--- config.mk ---
export PLATFORM = sky130hd
export DESIGN_NAME = pixel_compositor
export DESIGN_NICKNAME = d
export VERILOG_FILES = /design/src/rtl/params.sv /design/src/rtl/priority_select.sv /design/src/rtl/pixel_compositor.sv
export SDC_FILE = /design/constraint.sdc
export NUM_CORES = 1
export LEC_CHECK = 0
export BUFFER_PORTS_ARGS = -buffer_cell sky130_fd_sc_hd__buf_2
export CORE_ASPECT_RATIO = 0.8
export CORE_MARGIN = 3
export CORE_UTILIZATION = 35
export DETAILED_ROUTE_END_ITERATION = 10
export PLACE_DENSITY = 0.69
export SLEW_MARGIN = 20
export SYNTH_ARGS = -nofsm -noshare
export SYNTH_HDL_FRONTEND = slang
export SYNTH_SLANG_ARGS = --single-unit
--- constraint.sdc ---
create_clock -name pixel_clk -period 2.1 [get_ports pixel_clk]
set_clock_uncertainty 0.15 [all_clocks]
set_input_delay 0.105 -clock pixel_clk [delete_from_list [all_inputs] [get_ports pixel_clk]]
set_output_delay 0.105 -clock pixel_clk [all_outputs]
set_load 0.005 [all_outputs]
--- src/rtl/params.sv ---
// params: shared constants and types for the video pipeline.
// Colours are packed [2]=R, [1]=G, [0]=B.
package params;

  localparam int HRES       = 640;
  localparam int MAX_LAYERS = 8;
  localparam int IDX_W      = $clog2(MAX_LAYERS);

  typedef logic [2:0][7:0] COLOR_T;

  localparam COLOR_T BG_COLOR    = 24'h102040;
  localparam COLOR_T ENEMY_COLOR = 24'hFF2020;

  typedef struct packed {
    logic                   de;
    logic                   hsync;
    logic                   vsync;
    logic                   any;
    logic [IDX_W-1:0]       idx;
    COLOR_T [MAX_LAYERS-1:0] px;
  } s1_t;

endpackage

--- src/rtl/priority_select.sv ---
// priority_select: lowest-index active layer encoder.
// Layer 0 wins; any is set when at least one layer is active.
module priority_select
  import params::*;
#(
  parameter int N = 4
) (
  input  logic [N-1:0]     active,
  output logic [IDX_W-1:0] idx,
  output logic             any
);

  always_comb begin
    idx = '0;
    for (int i = N - 1; i >= 0; i--) begin
      if (active[i]) idx = IDX_W'(i);
    end
  end

  assign any = |active;

endmodule

--- src/rtl/pixel_compositor.sv ---
// pixel_compositor: 2-stage sprite layer merge, optional
// per-frame collision mask (COMPOSITOR_COLLISION_EN).
module pixel_compositor
  import params::*;
#(
  parameter int     NUM_LAYERS = 4,
  parameter COLOR_T BG_COLOR   = params::BG_COLOR
) (
  input  logic                             pixel_clk,
  input  logic                             rst_n,
  input  logic                             fsync,
  input  logic                             de_in,
  input  logic                             hsync_in,
  input  logic                             vsync_in,
  input  logic [NUM_LAYERS-1:0]            layer_active,
  input  logic [NUM_LAYERS-1:0][2:0][7:0]  layer_pixel,
  output logic [2:0][7:0]                  pixel_out,
  output logic                             de_out,
  output logic                             hsync_out,
  output logic                             vsync_out,
  output logic [NUM_LAYERS-1:0]            collision_mask,
  output logic                             collision_valid
);

  logic [IDX_W-1:0] sel_idx;
  logic             sel_any;
  s1_t              s1_d;
  s1_t              s1_q;
  COLOR_T           px_sel;

  priority_select #(
    .N(NUM_LAYERS)
  ) u_sel (
    .active(layer_active),
    .idx   (sel_idx),
    .any   (sel_any)
  );

  always_comb begin
    s1_d       = '0;
    s1_d.de    = de_in;
    s1_d.hsync = hsync_in;
    s1_d.vsync = vsync_in;
    s1_d.any   = sel_any;
    s1_d.idx   = sel_idx;
    for (int i = 0; i < NUM_LAYERS; i++) begin
      s1_d.px[i] = layer_pixel[i];
    end
  end

  always_ff @(posedge pixel_clk or negedge rst_n) begin
    if (!rst_n) s1_q <= '0;
    else        s1_q <= s1_d;
  end

  // Blanking forces black even when sprites are active.
  always_comb begin
    px_sel = '0;
    unique case (1'b1)
      !s1_q.de:               px_sel = '0;
      s1_q.de && s1_q.any:    px_sel = s1_q.px[s1_q.idx];
      default:                px_sel = BG_COLOR;
    endcase
  end

  always_ff @(posedge pixel_clk or negedge rst_n) begin
    if (!rst_n) begin
      pixel_out <= '0;
      de_out    <= 1'b0;
      hsync_out <= 1'b0;
      vsync_out <= 1'b0;
    end else begin
      pixel_out <= px_sel;
      de_out    <= s1_q.de;
      hsync_out <= s1_q.hsync;
      vsync_out <= s1_q.vsync;
    end
  end

`ifdef COMPOSITOR_COLLISION_EN
  logic [NUM_LAYERS-1:0] acc;
  logic [NUM_LAYERS-1:0] coll;
  logic                  multi;

  assign multi = |(layer_active & (layer_active - NUM_LAYERS'(1)));
  assign coll  = (de_in && multi) ? layer_active : '0;

  // The fsync pixel belongs to the new frame.
  always_ff @(posedge pixel_clk or negedge rst_n) begin
    if (!rst_n) begin
      acc             <= '0;
      collision_mask  <= '0;
      collision_valid <= 1'b0;
    end else begin
      collision_valid <= fsync;
      if (fsync) begin
        collision_mask <= acc;
        acc            <= coll;
      end else begin
        acc <= acc | coll;
      end
    end
  end
`else
  logic unused_fsync;
  assign unused_fsync    = fsync;
  assign collision_mask  = '0;
  assign collision_valid = 1'b0;
`endif

endmodule

==> run summary, run 1 <==
The Yosys warning count is 0. The initial core utilization came out at 36.9%. The number of instances in the synthesized netlist came out at 205.

The terminating stage of the flow is clock tree synthesis (4_1_cts). Buffers added to address setup during post-CTS repair amount to 0. The total of hold buffers inserted after clock tree synthesis is 103. The number of placement rows came out at 34. The TritonCTS buffer count is 17.

The post-synthesis cell type count is 20. The x dimension of the die came out at 127 µm. Once the clock tree was built, the resizer swapped 0 gates to a different size. The cell area after technology mapping came out at 4110 µm².

The pre-CTS setup slack is 0.442 ns. After synthesis the netlist holds a flip-flop and latch count of 129. The first error in the log reads "[ERROR RSZ-0060] Max buffer count reached". The H-tree depth came out at 4.

Clock tree synthesis found a total of 129 sinks. The number of buffers inserted by port buffering came out at 131. The number of top-level design ports came out at 138.

The CTS root buffer is sky130_fd_sc_hd__clkbuf_16. The die outline height came out at 103 µm. After detailed placement, the total cell area comes to 4930 µm². The part of the Yosys area used for sequential elements came out at 78.5%. The buffer levels on the longest clock path came out at 2. Averaged over all synthesized cells, the footprint is 20.0 µm². The flow did not finish.

The final RePlAce weighted congestion is 0.701.
-- through the flow --
stage	hold slack (ns)	cells	util [%]
after detailed placement	-0.170	476	44.3
after global placement	-0.174	476	44.3
after floorplan	-0.341	209	-
-- cell families after synthesis --
| kind of cell | count (synthesis) | share of synthesized area (%) |
|---|---|---|
| AOI/OAI and AO/OA | 4 | 0.761 |
| buffers and inverters | 16 | 2.95 |
| DFF | 129 | 78.5 |
| muxes | 27 | 13.6 |
| other | 1 | 0.0912 |
| and+or+nand+nor | 28 | 4.05 |
-- Yosys cell counts --
library cell	instances	area, µm²
sky130_fd_sc_hd__conb_1	1	3.75
sky130_fd_sc_hd__buf_6	1	11.3
sky130_fd_sc_hd__mux4_1	7	184
sky130_fd_sc_hd__nor2b_1	1	6.26
sky130_fd_sc_hd__a221oi_1	3	26.3
sky130_fd_sc_hd__buf_4	5	37.5
sky130_fd_sc_hd__a21oi_1	1	5.00
sky130_fd_sc_hd__and2_1	1	6.26
sky130_fd_sc_hd__nand2_1	1	3.75
sky130_fd_sc_hd__clkbuf_1	4	15.0
sky130_fd_sc_hd__inv_1	2	7.51
sky130_fd_sc_hd__buf_12	2	40.0
sky130_fd_sc_hd__nand2b_1	1	6.26
sky130_fd_sc_hd__mux4_2	14	315
sky130_fd_sc_hd__dfrtp_1	129	3230
sky130_fd_sc_hd__and3_1	21	131
sky130_fd_sc_hd__nor2_1	2	7.51
sky130_fd_sc_hd__nor3_1	1	5.00
sky130_fd_sc_hd__buf_2	2	10.0
sky130_fd_sc_hd__mux2i_1	6	60.1
==> inputs of run 2 (changes only) <==
--- a/config.mk
+++ b/config.mk
@@ -6,11 +6,10 @@
 export NUM_CORES = 1
 export LEC_CHECK = 0
 export BUFFER_PORTS_ARGS = -buffer_cell sky130_fd_sc_hd__buf_2
-export CORE_ASPECT_RATIO = 0.8
 export CORE_MARGIN = 3
-export CORE_UTILIZATION = 35
+export CORE_UTILIZATION = 20
 export DETAILED_ROUTE_END_ITERATION = 10
-export PLACE_DENSITY = 0.69
+export PLACE_DENSITY_LB_ADDON = 0.15
 export SLEW_MARGIN = 20
 export SYNTH_ARGS = -nofsm -noshare
 export SYNTH_HDL_FRONTEND = slang
==> run summary, run 2 <==
The die outline height was 149 µm (+45%). The number of remaining DRC errors came out at 0. The register name with the most flops is s1_q. The cell area power density came out at 912 nW/µm². The share of flip-flops with an asynchronous set or reset is 100% (unchanged). The flow ran to the end, and the final reports show no timing, DRC or antenna violations.

Once layout is complete, the cells apart from fillers number 736. The cell with the most instances after synthesis is sky130_fd_sc_hd__dfrtp_1. The relative slew slack came out at 66.1%. The repair_antennas step left the layout with diodes totalling 0.

The floorplan step defined a die boundary enclosing 22300 µm². The number of placement rows is 51 (+50%). The area growth from synthesis to final layout came out at 64.4%. The slowest stage of the critical path belongs to the cell sky130_fd_sc_hd__mux4_2. By area the synthesized netlist is led by sky130_fd_sc_hd__dfrtp_1 (79%), sky130_fd_sc_hd__mux4_2 (7.7%), sky130_fd_sc_hd__mux4_1 (4.5%). The number of instances in the synthesized netlist is 205 (unchanged). The number of sinks handled by clock tree synthesis is 129 (unchanged). The clock edge transition at the registers on the reported setup and hold paths is 0.06 ns. The initial core utilization came out at 20.7% (-16 points). Tracing the worst setup path back leads to its startpoint at s1_q[192]. The share of final-layout standard cells stronger than drive strength 1 is 39.3%.

The number of antenna violations at the first check in global routing came out at 0. The kind of start point of the critical path is a register. The library cell used most frequently in the layout, excluding fill and tap cells, is sky130_fd_sc_hd__buf_2. The detailed router placed 2642 vias in this run. The H-tree depth is 4 (unchanged).

The number of flip-flops and latches in the synthesized netlist is 129 (unchanged). The total instance count after detailed placement is 598 (+26%). The reported leakage power is 0.00319 µW. The most used flip-flop cell after synthesis is sky130_fd_sc_hd__dfrtp_1. The cell area after technology mapping came out at 4110 µm² (unchanged). The x dimension of the die came out at 149 µm (+17%). The first TritonRoute pass finished after 3 iterations. Setup violations remaining at the end of the flow were counted as 0. The signal on the critical path passes through buf_4 -> mux4_2 -> and3_1. The routed design has 10400 µm of wire.

The number of buffers inserted by port buffering came out at 131 (unchanged). The hold slack is 0.0593 ns. The depth of the most critical reg-to-reg path came out at 3. The average cell area after synthesis is 20.0 µm² (unchanged).

The critical-path maximum fanout is 12. The buffer levels on the longest clock path came out at 2 (unchanged). The part of the Yosys area used for sequential elements came out at 78.5% (unchanged).

The flip-flop count of the largest register, all copies and words added came out at 102. The number of DRC markers in iteration 0 came out at 44. The worst setup path is captured at a register. The largest registers in the layout are s1_q (102), pixel_out (24). The number of top-level design ports came out at 138 (unchanged). The final period demand of the worst path is 1.67 ns. The tree is rooted in a sky130_fd_sc_hd__clkbuf_16.

In the synthesized netlist, the cells that appear most often are sky130_fd_sc_hd__dfrtp_1 (129), sky130_fd_sc_hd__and3_1 (21), sky130_fd_sc_hd__mux4_2 (14). The final max-slew violation count came to 0. The worst ir drop on vdd came out at 0.444 mV. The final-report hold violation count came out at 0. The data required time at the worst endpoint is 2.24 ns.

Entering global routing, the biggest net connects 54 pins. The register-to-register setup slack came out at 0.43 ns. The first-pass GRT wire length is 16500 µm. sky130_fd_sc_hd__dfrtp_1 takes more of the synthesized area than any other cell. The final core utilization is 34.1%. The vias per cell came out at 3.59. TritonCTS built the clock tree.

The final RePlAce weighted congestion came out at 0.669 (-4.5%). Setup total negative slack on the finished layout was measured at 0 ns. In the global route stage, overall resource usage came out at 10.1%. The TritonCTS buffer count was 17 (unchanged).

After global routing the overflow that remains totals 0. The number of enable-type register cells in the synthesized netlist came to 0 (unchanged). The portion of synthesized cell area occupied by the leading cell type is 78.5% (unchanged). The post-synthesis cell type count came out at 20 (unchanged).

The final net count came out at 564. The fill cell instance count of the final layout came out at 1925. By startpoint and endpoint, the worst setup path is classified as reg2reg. The tool flagged a number of max-cap violations equal to 0. The core outline area came out at 19800 µm². The via count of the first global-routing pass came to 3129. Setup repair after global routing left no endpoint under its margin. STA puts the critical path data arrival time at 1.81 ns.

The endpoint identified for the worst register-to-register timing path is pixel_out[14]. The Yosys warning count came out at 0 (unchanged). The measured slew at the worst slew-check pin came out at 0.509 ns.

The achievable clock frequency came out at 0.600 GHz. The largest single stage delay on the critical path is 0.53 ns. The HPWL after detailed placement came out at 6530 µm.

The library cells used most frequently in the layout, excluding fill and tap cells, are sky130_fd_sc_hd__buf_2 (130), sky130_fd_sc_hd__dfrtp_1 (128), sky130_fd_sc_hd__dlygate4sd3_1 (106). The number of routed nets with antenna violations came out at 0. The final worst-path cycle share is 79.4%.

The worst hold path class is in2async. Dividing the detail-routed wire length by the instance count gives 14.1 µm. The reg-to-reg startpoint is s1_q[192].

The clock network latency to the later pin of the worst-skew pair came out at 0.41 ns.
==> run 2: metal layers <==
metal / global-route usage (%) / wire length [µm] / vias to the layer above
met1: 11.4 / 4260 / 1313
li1: - / - / 1228
met5: 0 / 0 / -
met3: 4.28 / 636 / 9
met4: 3.16 / 103 / 0
met2: 17.3 / 5400 / 92
==> run 2: repair_timing <==
action | CTS | global route
resized for setup | 0 | 0
hold endpoints to repair | 231 | 0
buffers inserted | 0 | 0
endpoints found under the setup margin | 0 | 0
hold buffers | 106 | 0
==> run 2: cells by family after synthesis <==
group	share of synthesized area (%)
multiplexers	13.6
buffers and inverters	2.95
AO/OA/AOI/OAI	0.761
AND/OR/NAND/NOR	4.05
other	0.0912
flip-flops	78.5
==> run 2: power by group <==
group	switching [µW]	internal, µW	total, µW
registers	36.8	2630	2660
clock network	1130	1830	2970
logic	201	333	534
total	1370	4790	6160
==> run 2: worst max-delay path by stage <==
stage               endpoint  slack [ns]  cells after the start
2_1_floorplan   pixel_out[0]        0.56                      4
3_3_place_gp   pixel_out[10]        0.45                      3
3_5_place_dp   pixel_out[14]        0.44                      3
4_1_cts        pixel_out[14]        0.41                      3
5_1_grt        pixel_out[14]        0.36                      3
6_report       pixel_out[14]        0.43                      3
==> run 2: metrics by stage <==
step	power (µW)	setup slack [ns]	area (µm²)
2_1_floorplan	2860	0.561	4130
3_3_place_gp	3100	0.452	5100
3_5_place_dp	3110	0.440	5100
4_1_cts	6300	0.414	6760
5_1_grt	6450	0.356	6760
6_report	6160	0.433	6760
==> run 2: cell type report <==
cell class / instances / area (µm²) / share of cell area [%]
Tap cell: 265 / 332 / 4.91
Multi-Input combinational cell: 64 / 776 / 11.5
Clock buffer: 19 / 453 / 6.70
Sequential cell: 129 / 3230 / 47.8
Inverter: 2 / 7.51 / 0.111
Clock inverter: 13 / 149 / 2.20
Timing Repair Buffer: 244 / 1810 / 26.8
==> run 2: critical path: cells and delay by family, from the launching register on <==
family        cells  cell delay (ns)
simple gates      1             0.19
buf+inv           1             0.28
flops             1             0.38
mux               1             0.53
Note: power is estimated with default switching activity, not from simulation.
==> inputs of run 3 (changes only) <==
==> constraint.sdc (replaced) <==
create_clock -name pixel_clk -period 1.7 [get_ports pixel_clk]
set_clock_uncertainty 0.15 [all_clocks]
set_input_delay 0.085 -clock pixel_clk [delete_from_list [all_inputs] [get_ports pixel_clk]]
set_output_delay 0.085 -clock pixel_clk [all_outputs]
set_load 0.005 [all_outputs]
==> run summary, run 3 (synthesized netlist as in run 2, its figures left out) <==
The data required time at the worst endpoint came out at 1.85 ns (-0.39 ns). The clock edge transition at the registers on the reported setup and hold paths is 0.06 ns (about the same). The number of placement rows came out at 51 (unchanged).

In this run the critical register-to-register path is launched from s1_q[192]. Setup repair after global routing left no endpoint under its margin. The reported leakage power came to 0.00318 µW (-0.43%). The worst ir drop on vdd came out at 0.562 mV (+27%).

The achievable clock frequency was 0.626 GHz (+4.4%). The total of hold buffers inserted after clock tree synthesis is 107 (+0.94%). The register-to-register setup slack came out at 0.10 ns (-0.33 ns). The global-route congestion overflow total came out at 0 (unchanged). The path class of the tightest hold or removal check is in2reg. The number of antenna violations at the first check in global routing is 0 (unchanged). The number of remaining DRC errors came to 0 (unchanged). The x dimension of the die was 149 µm (unchanged). The largest net degree at the start of global routing is 53 (-1.9%). The count of maximum capacitance violations is 0 (unchanged). The area growth from synthesis to final layout is 64.4% (about the same).

In this run the worst setup path terminates at pixel_out[9]. The critical-path maximum fanout was 13 (+1). The average routed wire per standard cell was 13.8 µm (-2.2%). The HPWL after detailed placement is 6510 µm (-0.26%). The H-tree depth came out at 4 (unchanged). The register with the most flip-flops in the final layout is s1_q. The number of inserted diodes is 0 (unchanged). The run finished with clean final reports. The flip-flop count of the largest register, all copies and words added is 102 (unchanged). The depth of the most critical reg-to-reg path came out at 3 (unchanged).

The number of buffers inserted by port buffering came to 131 (unchanged). The detailed-routing iteration count for the pre-antenna-repair pass is 4 (+1). CTS placed an instance of sky130_fd_sc_hd__clkbuf_16 at the clock tree root. The full die area came to 22300 µm² (unchanged).

The endpoint identified for the worst register-to-register timing path is pixel_out[9]. The TritonCTS buffer count is 17 (unchanged). The via count of the first global-routing pass is 3109 (-0.64%).

The final-report hold violation count is 0 (unchanged). The final worst-path cycle share is 93.9% (+15 points). The number of endpoints failing setup at the final stage is 0 (unchanged).

The critical path starts at s1_q[192]. The number of top-level design ports came out at 138 (unchanged). The top cell types in the final layout, fill and taps aside, are sky130_fd_sc_hd__buf_2 (130), sky130_fd_sc_hd__dfrtp_1 (128), sky130_fd_sc_hd__dlygate4sd3_1 (107).

Leaving out fill and tap cells, the most frequent cell in the layout is sky130_fd_sc_hd__buf_2. The number of instances resized during post-cts repair is 0 (unchanged). The buffer levels on the longest clock path is 2 (unchanged).

The hold slack is 0.152 ns (+0.0927 ns). The total routed wirelength is 10200 µm (-2.2%). The post-CTS repair timing setup buffer count is 0 (unchanged).

The die outline height is 149 µm (unchanged). The final period demand of the worst path is 1.60 ns (-0.0698 ns). The largest registers in the layout are s1_q (102), pixel_out (24).

The worst path arrival time came to 1.75 ns (-0.06 ns). The cell area power density came out at 1100 nW/µm² (+20%). The total power draw was 7420 µW (+20%). The final RePlAce weighted congestion came out at 0.671 (+0.19%). The number of DRC markers in iteration 0 was 61 (+39%). The post-route cell area came out at 6760 µm² (about the same).

The placed cell area is 5120 µm² (+0.49%). The first-pass GRT wire length was 16500 µm (+0.13%). The final net count came out at 565 (+0.18%). The final core utilization came to 34.0% (about the same). The number of vias after detailed routing is 2670 (+1.1%). The final max-slew violation count is 0 (unchanged). The share of final-layout standard cells stronger than drive strength 1 is 38.6% (-0.64 points). The sum of negative setup slack came out at 0 ns (unchanged). The number of routed nets with antenna violations came out at 0 (unchanged).

The core outline area came out at 19800 µm² (unchanged). The vias per cell came out at 3.63 (+1.1%). The number of sinks handled by clock tree synthesis is 129 (unchanged).

The global router's overall resource usage is 9.97% (-0.093 points). The worst hold path begins at layer_pixel[71]. The clock tree from TritonCTS is built. The type of destination of the critical path is a register. The kind of start point of the critical path is a register.

The clock network latency to the later pin of the worst-skew pair came out at 0.42 ns (about the same). The initial core utilization is 20.7% (unchanged). The setup path with the least slack is of type reg2reg.
==> run 3: cell count changes in the layout (fill, tap and decap cells not counted), sizes merged <==
| cell | change |
|---|---|
| bufinv | -1 |
| inv | -3 |
| clkinvlp | +1 |
| clkbuf | +2 |
| dlygate4sd3 | +1 |
==> run 3: worst min-delay path by stage <==
stage	endpoint	slack (ns)	depth (start not counted)
2_1_floorplan	de_out	-0.36	0
3_3_place_gp	s1_q[196]	-0.16	1
3_5_place_dp	s1_q[11]	-0.16	1
4_1_cts	s1_q[15]	0.12	2
5_1_grt	s1_q[196]	0.13	2
6_report	s1_q[71]	0.15	2
==> run 3: per-layer routing <==
metal,part of all wire [%],track usage [%]
met4,1.6,4.12
met3,6.1,3.65
met5,0,0
met2,50,16.2
met1,42,12.0
==> run 3: area by class of cell <==
type | count | area, µm²
Clock buffer | 21 | 460
Fill cell | 1924 | 13100
Inverter | 2 | 7.51
Timing Repair Buffer | 245 | 1850
Multi-Input combinational cell | 64 | 776
Sequential cell | 129 | 3230
Clock inverter | 10 | 104
Tap cell | 265 | 332
==> run 3: report_power, final <==
part	switching (µW)	internal (µW)
logic	246	420
clock network	1360	2100
registers	46.6	3240
==> run 3: critical path: stages, from the launching register on <==
cell and delay, ns:
sky130_fd_sc_hd__dfrtp_2 0.40, sky130_fd_sc_hd__buf_12 0.18, sky130_fd_sc_hd__mux4_1 0.55, sky130_fd_sc_hd__and3_1 0.20
==> run 3: metrics by stage <==
step | instances | setup slack, ns
after global placement | 598 | 0.0839
final | 736 | 0.103
after CTS | 736 | 0.0927
after floorplan | 209 | 0.161
after detailed placement | 598 | 0.101
after global routing | 736 | 0.0372
==> inputs of run 4 (changes only) <==
--- a/config.mk
+++ b/config.mk
@@ -7,7 +7,7 @@
 export LEC_CHECK = 0
 export BUFFER_PORTS_ARGS = -buffer_cell sky130_fd_sc_hd__buf_2
 export CORE_MARGIN = 3
-export CORE_UTILIZATION = 20
+export CORE_UTILIZATION = 30
 export DETAILED_ROUTE_END_ITERATION = 10
 export PLACE_DENSITY_LB_ADDON = 0.15
 export SLEW_MARGIN = 20
==> constraint.sdc (replaced) <==
create_clock -name pixel_clk -period 1.9 [get_ports pixel_clk]
set_clock_uncertainty 0.15 [all_clocks]
set_input_delay 0.095 -clock pixel_clk [delete_from_list [all_inputs] [get_ports pixel_clk]]
set_output_delay 0.095 -clock pixel_clk [all_outputs]
set_load 0.005 [all_outputs]
==> run summary, run 4 (synthesized netlist as in run 2, its figures left out) <==
The flow ran to the end, and the final reports show no timing, DRC or antenna violations. Setup repair after global routing left no endpoint under its margin. The data required time at the worst endpoint is 2.05 ns (+0.20 ns). The number of inserted diodes is 0 (unchanged). The initial core utilization is 30.9% (+10 points). The signal on the critical path passes through buf_12 -> mux4_1 -> and3_1. The flip-flop count of the largest register, all copies and words added is 102 (unchanged). Among cell families on the critical path, the largest total delay comes from multiplexers. The die outline height was 123 µm (-18%). The critical-path maximum fanout came out at 14 (+1). The full die area is 15100 µm² (-32%). The worst path arrival time is 1.73 ns (-0.02 ns). The first-pass GRT wire length came out at 15100 µm (-8.4%). The total power draw is 6540 µW (-12%). The sum of negative setup slack came out at 0 ns (unchanged). The post-route cell area came out at 6630 µm² (-1.9%). CTS placed an instance of sky130_fd_sc_hd__clkbuf_16 at the clock tree root. The most common library cell in the layout ignoring fill and taps is sky130_fd_sc_hd__buf_2. TritonCTS built the clock tree. The fill cell instance count of the final layout was 1098 (-43%).

The final-report hold violation count came out at 0 (unchanged). The placed cell area is 5010 µm² (-2.2%). The reported leakage power is 0.00317 µW (-0.25%). The number of remaining DRC errors came out at 0 (unchanged). The clock edge transition at the registers on the reported setup and hold paths came out at 0.05 ns (about the same). The core outline area is 13300 µm² (-33%). The number of buffer and inverter stages on the critical path came out at 1 (unchanged). The path class of the tightest hold or removal check is in2async. The worst stage delay on the critical path is 0.55 ns (about the same). The final core utilization is 49.8% (+16 points).

The total routed wirelength is 9420 µm (-7.4%). The H-tree depth is 4 (unchanged). The hold slack is 0.0305 ns (-0.122 ns). The largest registers in the layout are s1_q (102), pixel_out (24). The switching part of the total is 21.0% (-1.3 points).

The critical path is of the reg2reg type. The number of sinks handled by clock tree synthesis is 129 (unchanged). The largest net degree at the start of global routing is 50 (-5.7%).

The post-CTS repair timing setup buffer count came out at 0 (unchanged). The worst ir drop on vdd is 0.699 mV (+24%). The buffer levels on the longest clock path is 2 (unchanged).

The clock power share is 46.0% (-0.7 points). The internal power summed over all cells came out at 5160 µW (-10%). STA classifies the critical path startpoint as a register. The type of destination of the critical path is a register. The area growth from synthesis to final layout came out at 61.2%. The average routed wire per standard cell came out at 14.5 µm (+5.0%).

The number of DRC markers in iteration 0 is 97 (+59%). The clock network latency to the later pin of the worst-skew pair came out at 0.41 ns (about the same). The vias per cell is 4.08 (+13%). The slowest stage of the critical path is the sky130_fd_sc_hd__mux4_1 cell. The detailed-routing iteration count for the pre-antenna-repair pass came out at 4 (unchanged). The global router's overall resource usage is 13.8% (+3.9 points). The number of endpoints failing setup at the final stage is 0 (unchanged).

The register-to-register setup slack is 0.31 ns (+0.21 ns). The cell area power density came out at 986 nW/µm² (-10%). The final net count was 567 (+0.35%). The number of routed nets with antenna violations is 0 (unchanged). The global-route congestion overflow total is 0 (unchanged).

The final worst-path cycle share is 83.4% (-11 points). The share of final-layout standard cells stronger than drive strength 1 is 39.1% (+0.47 points). The HPWL after detailed placement was 5810 µm (-11%). The final period demand of the worst path came out at 1.59 ns (-0.0120 ns). The number of antenna violations at the first check in global routing is 0 (unchanged). The via count of the first global-routing pass came out at 2994 (-3.7%). The power dissipated by switching net loads was 1370 µW (-17%). The number of vias after detailed routing came out at 2649 (-0.79%). The number of buffers inserted by port buffering came out at 131 (unchanged). The final max-slew violation count is 0 (unchanged). The number of placement rows was 42 (-18%). The count of maximum capacitance violations came to 0 (unchanged). The final RePlAce weighted congestion is 0.676 (+0.76%). The x dimension of the die was 123 µm (-18%). The library cells used most frequently in the layout, excluding fill and tap cells, are sky130_fd_sc_hd__buf_2 (130), sky130_fd_sc_hd__dfrtp_1 (128), sky130_fd_sc_hd__dlygate4sd3_1 (106).

The combinational fraction of design power came out at 8.9% (about the same). The register name with the most flops is s1_q. The sequential power share was 45.1% (+0.8 points). The number of top-level design ports is 138 (unchanged). The achievable clock frequency is 0.631 GHz (+0.75%). The TritonCTS buffer count was 17 (unchanged).
run 4: cell count changes in the layout (fill, tap and decap cells not counted), sizes merged:
cell and delta:
buf +3, clkinvlp +3, inv -3, clkbuf +1
clkinv -1, dlygate4sd3 -1
run 4: area by class of cell:
cell class | count | area, µm² | area share, %
clock buffer | 22 | 474 | 7.16
clock inverter | 9 | 83.8 | 1.27
inverter | 2 | 7.51 | 0.113
multi-input combinational | 64 | 776 | 11.7
sequential | 129 | 3230 | 48.7
tap | 176 | 220 | 3.32
timing repair buffer | 247 | 1840 | 27.7
run 4: power by group through the flow:
stage / sequential, µW / clock, µW / combinational (µW)
2_1_floorplan: 2990 / 0 / 172
3_3_place_gp: 2990 / 0 / 421
3_5_place_dp: 3000 / 0 / 423
4_1_cts: 2950 / 3100 / 594
5_1_grt: 2960 / 3230 / 652
6_report: 2950 / 3010 / 582
run 4: worst reg2reg max path: stages (launching register included):
cell	delay [ns]
sky130_fd_sc_hd__dfrtp_2	0.40
sky130_fd_sc_hd__buf_12	0.18
sky130_fd_sc_hd__mux4_1	0.56
sky130_fd_sc_hd__and3_1	0.19
run 4: worst paths after layout:
check,start,to,cells past startpoint
worst max-delay path,s1_q[192],pixel_out[9],3
worst min-delay path,rst_n,s1_q[43],2
worst max register to register,s1_q[192],pixel_out[9],3
worst min register to register,s1_q[196],vsync_out,0
max in group asynchronous,rst_n,pixel_out[20],3
min in group pixel_clk,layer_pixel[91],s1_q[91],2
run 4: what timing repair did:
action                                 4_1_cts  5_1_grt
gates resized for setup                      0        0
setup endpoints to repair                    0        0
hold buffers                               106        0
endpoints found under the hold margin      231        0
run 4: routing by layer:
metal | up-vias | part of all wire, % | GRT usage [%]
met4 | 0 | 1.4 | 5.88
met5 | - | 0 | 0
met2 | 96 | 53 | 23.0
met1 | 1314 | 39 | 15.2
li1 | 1228 | - | -
met3 | 11 | 7.0 | 6.72
run 4: through the flow:
step / setup WS (ns) / cells
floorplan: 0.361 / 209
global placement: 0.312 / 512
detailed placement: 0.300 / 512
CTS: 0.292 / 649
global route: 0.238 / 649
finish: 0.315 / 649
